### src/rtl/router_pkt_tx_pkg.sv
// router_pkt_tx_pkg: header field widths, illegal address code, FSM states and header packing
package router_pkt_tx_pkg;
    localparam int LEN_W = 6;
    localparam int ADDR_W = 2;
    localparam logic [ADDR_W-1:0] ADDR_ILLEGAL = 2'b11;
    typedef enum logic [2:0] {S_IDLE, S_LOAD, S_HDR, S_PAYLD, S_PAR, S_GAP} state_e;
    function automatic logic [7:0] mk_hdr(input logic [LEN_W-1:0] len, input logic [ADDR_W-1:0] addr);
        return {len, addr};
    endfunction
endpackage

### src/rtl/router_pkt_tx_buf.sv
// router_pkt_tx_buf: payload register buffer with synchronous write and registered, write-bypassed read
module router_pkt_tx_buf
    import router_pkt_tx_pkg::*;
#(
    parameter int DEPTH = 64
) (
    input  logic             clock,
    input  logic             reset,
    input  logic             we_i,
    input  logic [LEN_W-1:0] wa_i,
    input  logic [7:0]       wd_i,
    input  logic             re_i,
    input  logic [LEN_W-1:0] ra_i,
    output logic [7:0]       rd_o
);
    logic [7:0] mem_q [DEPTH];
    logic [7:0] rd_q;
    // storage writes; no reset so a packet's leftovers are simply overwritten by the next one
    always_ff @(posedge clock) begin
        if (we_i) mem_q[wa_i] <= wd_i;
    end
    // prefetch register; bypass covers a 1-byte packet whose only byte is written as it is read
    always_ff @(posedge clock) begin
        if (reset) rd_q <= '0;
        else if (re_i) rd_q <= (we_i && wa_i == ra_i) ? wd_i : mem_q[ra_i];
    end
    assign rd_o = rd_q;
endmodule

### src/rtl/router_pkt_tx.sv
// router_pkt_tx: buffers a command's payload then sends header, payload and parity to the router
module router_pkt_tx
    import router_pkt_tx_pkg::*;
#(
    parameter int GAP_CYCLES = 2,
    parameter int BUF_DEPTH  = 64
) (
    input  logic              clock,
    input  logic              reset,
    input  logic              cmd_valid,
    output logic              cmd_ready,
    input  logic [ADDR_W-1:0] cmd_addr,
    input  logic [LEN_W-1:0]  cmd_len,
    input  logic              pl_valid,
    output logic              pl_ready,
    input  logic [7:0]        pl_data,
    input  logic              busy,
    output logic              pkt_valid,
    output logic [7:0]        data_out,
    output logic              tx_done,
    output logic              cmd_err
);
    state_e state_q, state_d;
    logic [LEN_W-1:0] wr_q, wr_d, rd_q, rd_d, cnt_q, cnt_d, len_q, len_d, ra;
    logic [ADDR_W-1:0] addr_q, addr_d;
    logic [7:0] par_q, par_d, data_q, data_d, rd_data, hdr;
    logic pv_q, pv_d, cmd_ready_q, pl_ready_q, tx_done_q, tx_done_d, cmd_err_q, cmd_err_d;
    logic we, re, consume;
    assign hdr = mk_hdr(len_q, addr_q);
    assign consume = !busy;
    router_pkt_tx_buf #(.DEPTH(BUF_DEPTH)) u_buf (
        .clock(clock),
        .reset(reset),
        .we_i (we),
        .wa_i (wr_q),
        .wd_i (pl_data),
        .re_i (re),
        .ra_i (ra),
        .rd_o (rd_data)
    );
    // next state; outputs are computed one cycle ahead so they leave the block registered
    always_comb begin
        state_d   = state_q;
        wr_d      = wr_q;
        rd_d      = rd_q;
        cnt_d     = cnt_q;
        len_d     = len_q;
        addr_d    = addr_q;
        par_d     = par_q;
        data_d    = data_q;
        pv_d      = pv_q;
        tx_done_d = 1'b0;
        cmd_err_d = 1'b0;
        we        = 1'b0;
        re        = 1'b0;
        ra        = rd_q;
        case (state_q)
            S_IDLE: if (cmd_valid && cmd_ready_q) begin
                addr_d = cmd_addr;
                len_d  = cmd_len;
                if (cmd_addr == ADDR_ILLEGAL || cmd_len == '0) cmd_err_d = 1'b1;
                else begin
                    state_d = S_LOAD;
                    wr_d    = '0;
                end
            end
            S_LOAD: if (pl_valid && pl_ready_q) begin
                we   = 1'b1;
                wr_d = wr_q + 6'd1;
                if (wr_q == len_q - 6'd1) begin
                    state_d = S_HDR;
                    pv_d    = 1'b1;
                    data_d  = hdr;
                    par_d   = hdr;
                    re      = 1'b1;
                    ra      = '0;
                    rd_d    = 6'd1;
                end
            end
            S_HDR: if (consume) begin
                state_d = S_PAYLD;
                data_d  = rd_data;
                re      = 1'b1;
                rd_d    = rd_q + 6'd1;
                cnt_d   = len_q - 6'd1;
            end
            S_PAYLD: if (consume) begin
                par_d = par_q ^ data_q;
                if (cnt_q == '0) begin
                    state_d = S_PAR;
                    pv_d    = 1'b0;
                    data_d  = par_q ^ data_q;
                end else begin
                    data_d = rd_data;
                    re     = 1'b1;
                    rd_d   = rd_q + 6'd1;
                    cnt_d  = cnt_q - 6'd1;
                end
            end
            S_PAR: if (consume) begin
                state_d   = S_GAP;
                tx_done_d = 1'b1;
                data_d    = '0;
                cnt_d     = LEN_W'(GAP_CYCLES - 1);
            end
            S_GAP: begin
                state_d = (cnt_q == '0) ? S_IDLE : S_GAP;
                cnt_d   = cnt_q - 6'd1;
            end
            default: state_d = S_IDLE;
        endcase
    end
    // state and registered outputs; reset aborts any packet in flight
    always_ff @(posedge clock) begin
        if (reset) begin
            state_q     <= S_IDLE;
            wr_q        <= '0;
            rd_q        <= '0;
            cnt_q       <= '0;
            len_q       <= '0;
            addr_q      <= '0;
            par_q       <= '0;
            data_q      <= '0;
            pv_q        <= 1'b0;
            cmd_ready_q <= 1'b0;
            pl_ready_q  <= 1'b0;
            tx_done_q   <= 1'b0;
            cmd_err_q   <= 1'b0;
        end else begin
            state_q     <= state_d;
            wr_q        <= wr_d;
            rd_q        <= rd_d;
            cnt_q       <= cnt_d;
            len_q       <= len_d;
            addr_q      <= addr_d;
            par_q       <= par_d;
            data_q      <= data_d;
            pv_q        <= pv_d;
            cmd_ready_q <= state_d == S_IDLE;
            pl_ready_q  <= state_d == S_LOAD;
            tx_done_q   <= tx_done_d;
            cmd_err_q   <= cmd_err_d;
        end
    end
    assign cmd_ready = cmd_ready_q;
    assign pl_ready  = pl_ready_q;
    assign pkt_valid = pv_q;
    assign data_out  = data_q;
    assign tx_done   = tx_done_q;
    assign cmd_err   = cmd_err_q;
endmodule
### config.mk
export PLATFORM = sky130hd
export DESIGN_NAME = router_pkt_tx
export DESIGN_NICKNAME = d
export VERILOG_FILES = /design/src/rtl/router_pkt_tx_pkg.sv /design/src/rtl/router_pkt_tx_buf.sv /design/src/rtl/router_pkt_tx.sv
export SDC_FILE = /design/constraint.sdc
export NUM_CORES = 1
export LEC_CHECK = 0
export ABC_CLOCK_PERIOD_IN_PS = 5100
export BUFFER_PORTS_ARGS = -buffer_cell sky130_fd_sc_hd__buf_4
export CORE_MARGIN = 2
export CORE_UTILIZATION = 60
export CTS_BUF_LIST = sky130_fd_sc_hd__clkbuf_4
export DETAILED_ROUTE_END_ITERATION = 10
export PLACE_DENSITY = 0.76
export SLEW_MARGIN = 40
export SYNTH_ARGS = -nofsm -noshare
export SYNTH_HDL_FRONTEND = slang
export SYNTH_HIERARCHICAL = 1
export SYNTH_SLANG_ARGS = --single-unit
### constraint.sdc
create_clock -name clock -period 5.1 [get_ports clock]
set_clock_uncertainty 0.2 [all_clocks]
set_input_delay 1.02 -clock clock [delete_from_list [all_inputs] [get_ports clock]]
set_output_delay 1.02 -clock clock [all_outputs]
set_load 0.1 [all_outputs]
* Word level (Yosys, flattened, before mapping) *
Memories as Yosys holds them, arrays and structs flattened. A register that Yosys moved wholly into a read port is not among the register bits.
Cells that the tools add are included.
W data, S select, Z words.

operators by class
  $add $sub $neg = 4
  equality and inequality tests = 17
  multiplexer cells = 53
  bitwise operators = 4
  reductions and logical operators = 21

operator list
  operator               number
  $mux W6                15
  $mux W8                7
  $pmux W8 S4            1
  $mux W3                9
  $pmux W6 S4            1
  $ne A2 B2 Y1 const B   9
  $pmux W3 S6            1
  $pmux W6 S3            1
  $pmux W8 S2            1
  $mux W1                14
  $add A6 B1 Y6 const B  2
  $logic_not A6 Y1       2
  $pmux W6 S2            1
  $reduce_and A6 Y1      2
  $sub A6 B1 Y6 const B  2
  $reduce_and A5 Y1      2
  $reduce_and A4 Y1      2
  $reduce_bool A4 Y1     2
  $xor A8 B8 Y8          1
  $eq A3 B1 Y1 const B   2
  $eq A3 B2 Y1 const B   2
  $eq A3 B3 Y1 const B   2
  $eq A6 B6 Y1           1
  $logic_not A3 Y1       2
  11 further kinds       15

storage, ports and cells
  register bits after elaboration = 50
  bits in writable memories = 512
  input bits = 21
  output and inout port bits = 13
  logic and storage cells = 113
  memories = 1

memory list
  name         depth  bits a word  rd ports  clocked after memory_dff  wr ports  RTL line                 source
  u_buf.mem_q  64     8            1         1                         1         router_pkt_tx_buf.sv:16  logic [7:0] mem_q [DEPTH];

* Depth between registers and ports, before layout *
  word-level depth = 6
  depth in mapped cells = 17

* Hierarchy *
The synthesis kept the hierarchy.

modules (own cells, without submodules)
  module             times used  cells each  area each (sq um)  seq. area each (sq um)
  router_pkt_tx_buf  1           979         20338.3            15534.9
  router_pkt_tx      1           356         2909.0             1001.0

* Least setup slack after synthesis *
Ideal clock, no wire load.

  path kind = register to register
  from = register pl_ready_q (netlist: pl_ready)
  to = register u_buf.rd_q[4] (netlist: u_buf/rd_o[4]) (read register of u_buf.mem_q)
  data arrival time = 3.639 ns
  path slack = 1.127 ns
  cell stages (with the launch flop) = 13
  buffers on the path = 4
  cells stage by stage = dfxtp_1 > nand2_1 > nor2_1 > nand3_1 > buf_4 > and2_1 > buf_6 > buf_12 > buf_12 > mux4_2 > a22o_1 > a2111oi_0 > a21oi_1

between the ends
  word-level cells in the longest chain between the ends = 3
  elaborated cells on any way between the ends = 5

ends and longest elaborated chain
  what                    RTL line                 source
  from (decl)             router_pkt_tx.sv:27      logic pv_q, pv_d, cmd_ready_q, pl_ready_q, tx_done_q, tx_done_d, cmd_err_q, cmd_err_d;
  from (signal assigned)  router_pkt_tx.sv:126     pl_ready_q <= 1'b0;
  from (signal assigned)  router_pkt_tx.sv:140     pl_ready_q <= state_d == S_LOAD;
  $logic_and A1 B1 Y1     router_pkt_tx.sv:67      S_LOAD: if (pl_valid && pl_ready_q) begin
  $mux W6                 router_pkt_tx.sv:67
  $mux W6                 router_pkt_tx.sv:57      case (state_q)
  named net ra[0]         router_pkt_tx.sv:24      logic [LEN_W-1:0] wr_q, wr_d, rd_q, rd_d, cnt_q, cnt_d, len_q, len_d, ra;
  to (decl)               router_pkt_tx_buf.sv:17  logic [7:0] rd_q;

The timed path passes the listed nets, and every way through them passes these cells.
A chain may end at the register's enable or synchronous reset.

* Worst setup path after layout *
  from = register len_q[0]
  to = register u_buf.rd_q[2] (netlist: u_buf/rd_o[2]) (read register of u_buf.mem_q)

between the ends
  word-level cells in the longest chain between the ends = 5
  elaborated cells on any way between the ends = 8

ends and longest elaborated chain
  what                    RTL line              source
  from (decl)             router_pkt_tx.sv:24
  from (signal assigned)  router_pkt_tx.sv:134  len_q <= len_d;
  $sub A6 B1 Y6           router_pkt_tx.sv:70   if (wr_q == len_q - 6'd1) begin
  $eq A6 B6 Y1            router_pkt_tx.sv:70
  $mux W6                 router_pkt_tx.sv:70
  $mux W6                 router_pkt_tx.sv:67
  $mux W6                 router_pkt_tx.sv:57
  named net ra[3]         router_pkt_tx.sv:24

The timed path passes the listed nets, and every way through them passes these cells.

==> parameters.txt <==
Parameter                              Value

Synthesis
  Post-synthesis share of cell area spent on full adders, half adders and majority gates    0.00215
  Number of enable-type register cells in the synthesized netlist    512
  Number of library cell types mapped by synthesis    68
  Most used flip-flop cell after synthesis    sky130_fd_sc_hd__edfxtp_1
  Parity-gate share of the synthesized area counting xor and xnor cells    0.0104
  Post-synthesis instance total    1,335
  Area fraction in compound gates after synthesis    0.0561
  Simple-gate portion of the synthesized area    0.0642
  Register bit total from synthesis    570
  Post-synthesis mux area share    0.135
  Sequential area share after synthesis    0.711
  Mean instance size in the synthesized netlist    17.4 sq um
  Number of warnings issued by yosys    6
  Synthesized area    23,200 sq um
  Main combinational cell family by area after synthesis    multiplexers
  Nets in the synthesized netlist    1,360
  Proportion of register bits with asynchronous set or reset after synthesis    0

Placed design
  DPL Wire Length    31,800 um
  Port bufs    33
  Placed instance count    1,835
  Setup slack after placement    667 ps
  GP Congestion    0.905
  Placed cell area    24,000 sq um

Drt
  Starting DRT DRC Count    1,436
  Total vias in the final route    13,100
  Number of routed nets with antenna violations    0
  Post-Route WL    51,500 um
  Routed length per instance    24.7 um
  Top Layer Used    met4
  First-pass DRT Iterations    5
  Length of routed wiring on met1    20,500 um
  Residual DRC    0
  Detailed-route vias per instance    6.32
  Wire length on met2    25,000 um
  Met3 Routed Length    4440 um

Layout
  Area taken by flip-flops and latches    16,500 sq um
  Signed area change from the synthesized netlist to the final layout    11.4%
  Total Nets Final    1,488
  Share of layout cells above drive strength 1    0.296
  Area used by multi-input combinational logic    6310 sq um
  Final Instance Count excl. Fillers    2,082
  Finished Cell Area    25,900 sq um
  Fillers    2,562
  Final standard cell utilization of the core    0.673

Timing
  Count of final hold-check violations    0
  Time the final worst path needs with I/O delays and setup    4640 ps
  Count of pins over their slew limit    0
  Worst Max-Slew Pin Slew    862 ps
  Worst hold slack across all endpoints    251 ps
  Min setup slack post-route    456 ps
  Number of setup violations in the final report    0
  Crit share post-route    0.911
  RSZ-0062 raised after global routing    no
  Maximum clock rate    0.215 GHz
  Max-Slew Margin vs Limit    0.423
  Final TNS setup    0 ps

Clock tree
  Number of CTS-inserted buffers    143
  Clock transition at the registers of the reported paths    60 ps
  Clk root buf    sky130_fd_sc_hd__clkbuf_4
  Post-cts sizing count    0
  Post-CTS setup buffer count    0
  Post-CTS Hold Fix Bufs    0
  Skew-Pair Late Insertion Delay    820 ps
  H-tree Lvls    4
  Clock tree from TritonCTS    done
  Maximum clock insertion buffer count    3
  TritonCTS Sinks    570

Global route
  Global route overflow    0
  Combined global-route utilization of all metal layers    0.265
  Via count of the first global-routing pass    13,400
  Pin count of the biggest net entering global routing    66
  Number of antenna violations at the first check in global routing    1
  First-pass GRT wire length    79,700 um

Pwr
  Standby leakage power    8.15 nW
  Overall power of the completed layout    9.20 mW
  Maximum VDD drop    0.185 mV
  Pwr Density    355 nW/um^2

Floorplan
  Number of ports placed on the die boundary    34
  Initial cell density of the core    0.604
  Core region area    38,500 sq um
  Area of the die    40,300 sq um
  Die width    201 um
  Cell Rows    72
  Floorplan die height    201 um

Worst setup path
  Critical path class    register to register
  Startpoint kind of the worst setup timing path    register
  Crit path max fanout    16
  Nature of the critical path endpoint    register
  Data required time of the critical path    5590 ps
  Arr. time, crit path    5130 ps

Hold path
  Worst hold path type    input port to register

Flow run
  Number of max-cap violations    0

Status
  Run status    finished, final reports clean
critical path, cell delays in order (launching register included):
cell	delay, ps
sky130_fd_sc_hd__dfxtp_1	440
sky130_fd_sc_hd__inv_1	110
sky130_fd_sc_hd__ha_1	350
sky130_fd_sc_hd__xor2_1	170
sky130_fd_sc_hd__nand2_1	100
sky130_fd_sc_hd__nor4_4	410
sky130_fd_sc_hd__nand3_1	370
sky130_fd_sc_hd__and2_1	450
sky130_fd_sc_hd__buf_4	270
sky130_fd_sc_hd__xnor2_1	170
sky130_fd_sc_hd__nand4_1	580
sky130_fd_sc_hd__o22ai_1	320
sky130_fd_sc_hd__a2111oi_0	110
sky130_fd_sc_hd__a2111oi_0	460
cells in the mapped netlist (6+ instances only):
cell | number | share of area
sky130_fd_sc_hd__nor3b_1 | 7 | 0.0023
sky130_fd_sc_hd__nor3_1 | 13 | 0.0028
sky130_fd_sc_hd__mux2i_1 | 25 | 0.011
sky130_fd_sc_hd__nand3_1 | 18 | 0.0039
sky130_fd_sc_hd__xnor2_1 | 17 | 0.0064
sky130_fd_sc_hd__xor2_1 | 8 | 0.0030
sky130_fd_sc_hd__mux4_2 | 127 | 0.12
sky130_fd_sc_hd__nand2_1 | 64 | 0.010
sky130_fd_sc_hd__a22o_1 | 7 | 0.0026
sky130_fd_sc_hd__o21ai_0 | 30 | 0.0065
sky130_fd_sc_hd__a2111oi_0 | 7 | 0.0026
sky130_fd_sc_hd__edfxtp_1 | 512 | 0.66
sky130_fd_sc_hd__o22ai_1 | 9 | 0.0024
sky130_fd_sc_hd__buf_1 | 6 | 0.00097
sky130_fd_sc_hd__and2_1 | 10 | 0.0027
sky130_fd_sc_hd__a22oi_1 | 58 | 0.019
sky130_fd_sc_hd__dfxtp_1 | 58 | 0.050
sky130_fd_sc_hd__clkbuf_1 | 40 | 0.0065
sky130_fd_sc_hd__nand4_1 | 9 | 0.0024
sky130_fd_sc_hd__inv_1 | 17 | 0.0027
sky130_fd_sc_hd__nor2_1 | 125 | 0.020
sky130_fd_sc_hd__buf_4 | 6 | 0.0019
sky130_fd_sc_hd__nor2b_1 | 11 | 0.0030
sky130_fd_sc_hd__a211o_1 | 6 | 0.0023
sky130_fd_sc_hd__a21oi_1 | 31 | 0.0067
sky130_fd_sc_hd__buf_2 | 19 | 0.0041
sky130_fd_sc_hd__nand2b_1 | 14 | 0.0038
path summary, 6_finish.rpt:
check | start | to | slack, ps | cells past startpoint
setup / recovery | len_q[0] | u_buf/rd_o[2] | 460 | 13
hold / removal | cmd_len[5] | len_q[5] | 250 | 3
setup reg to reg | len_q[0] | u_buf/rd_o[2] | 460 | 13
hold reg to reg | rd_q[5] | rd_q[5] | 280 | 1
sequential cells by signal, summed over array words and instances (netlist names):
name and flops:
u_buf/mem_q 512, cmd_ready 1, par_q 8, rd_q 6, data_out 8, addr_q 2, tx_done 1, pkt_valid 1
state_q 3, u_buf/rd_o 8, pl_ready 1, cmd_err 1, cnt_q 6, wr_q 6, len_q 6
per-layer routing:
layer / up-vias / GRT usage
li1: 5707 / -
met1: 6663 / 0.363
met2: 668 / 0.406
met3: 110 / 0.0760
met4: 0 / 0.108
met5: - / 0
power breakdown:
part,total [mW],internal (mW),leakage [nW],switching [mW]
clock,3.84,2.10,1.10,1.74
sequential,5.11,5.09,5.07,0.0139
combinational,0.260,0.0749,1.99,0.186
total,9.20,7.27,8.15,1.94
cell usage in the layout (no fill, tap or decap), types with 17 or more instances in the layout:
cell type | Yosys | layout
sky130_fd_sc_hd__edfxtp_1 | 512 | 512
sky130_fd_sc_hd__clkbuf_4 | 0 | 213
sky130_fd_sc_hd__mux4_2 | 127 | 127
sky130_fd_sc_hd__nor2_1 | 125 | 101
sky130_fd_sc_hd__nand2_1 | 64 | 64
sky130_fd_sc_hd__a22oi_1 | 58 | 58
sky130_fd_sc_hd__dfxtp_1 | 58 | 58
sky130_fd_sc_hd__buf_4 | 6 | 58
sky130_fd_sc_hd__a21oi_1 | 31 | 31
sky130_fd_sc_hd__o21ai_0 | 30 | 30
sky130_fd_sc_hd__mux2i_1 | 25 | 25
sky130_fd_sc_hd__nor2_2 | 1 | 25
sky130_fd_sc_hd__nand3_1 | 18 | 18
sky130_fd_sc_hd__clkinv_1 | 0 | 18
sky130_fd_sc_hd__inv_1 | 17 | 17
sky130_fd_sc_hd__xnor2_1 | 17 | 17
cell families after synthesis:
group / Yosys count
flip-flops: 570
XOR/XNOR: 26
buffers and inverters: 96
multiplexers: 153
AO/OA/AOI/OAI: 182
adder cells (fa/ha/maj): 4
AND/OR/NAND/NOR: 304
layout make-up:
type,count,share of cell area
sequential,570,0.638
multi-input combinational,669,0.244
clock buffer,213,0.0617
tap,518,0.0250
timing repair buffer,62,0.0196
clock inverter,32,0.00913
inverter,17,0.00246
antenna,1,0.0000966
No activity file was read; power rests on OpenSTA's default activity.
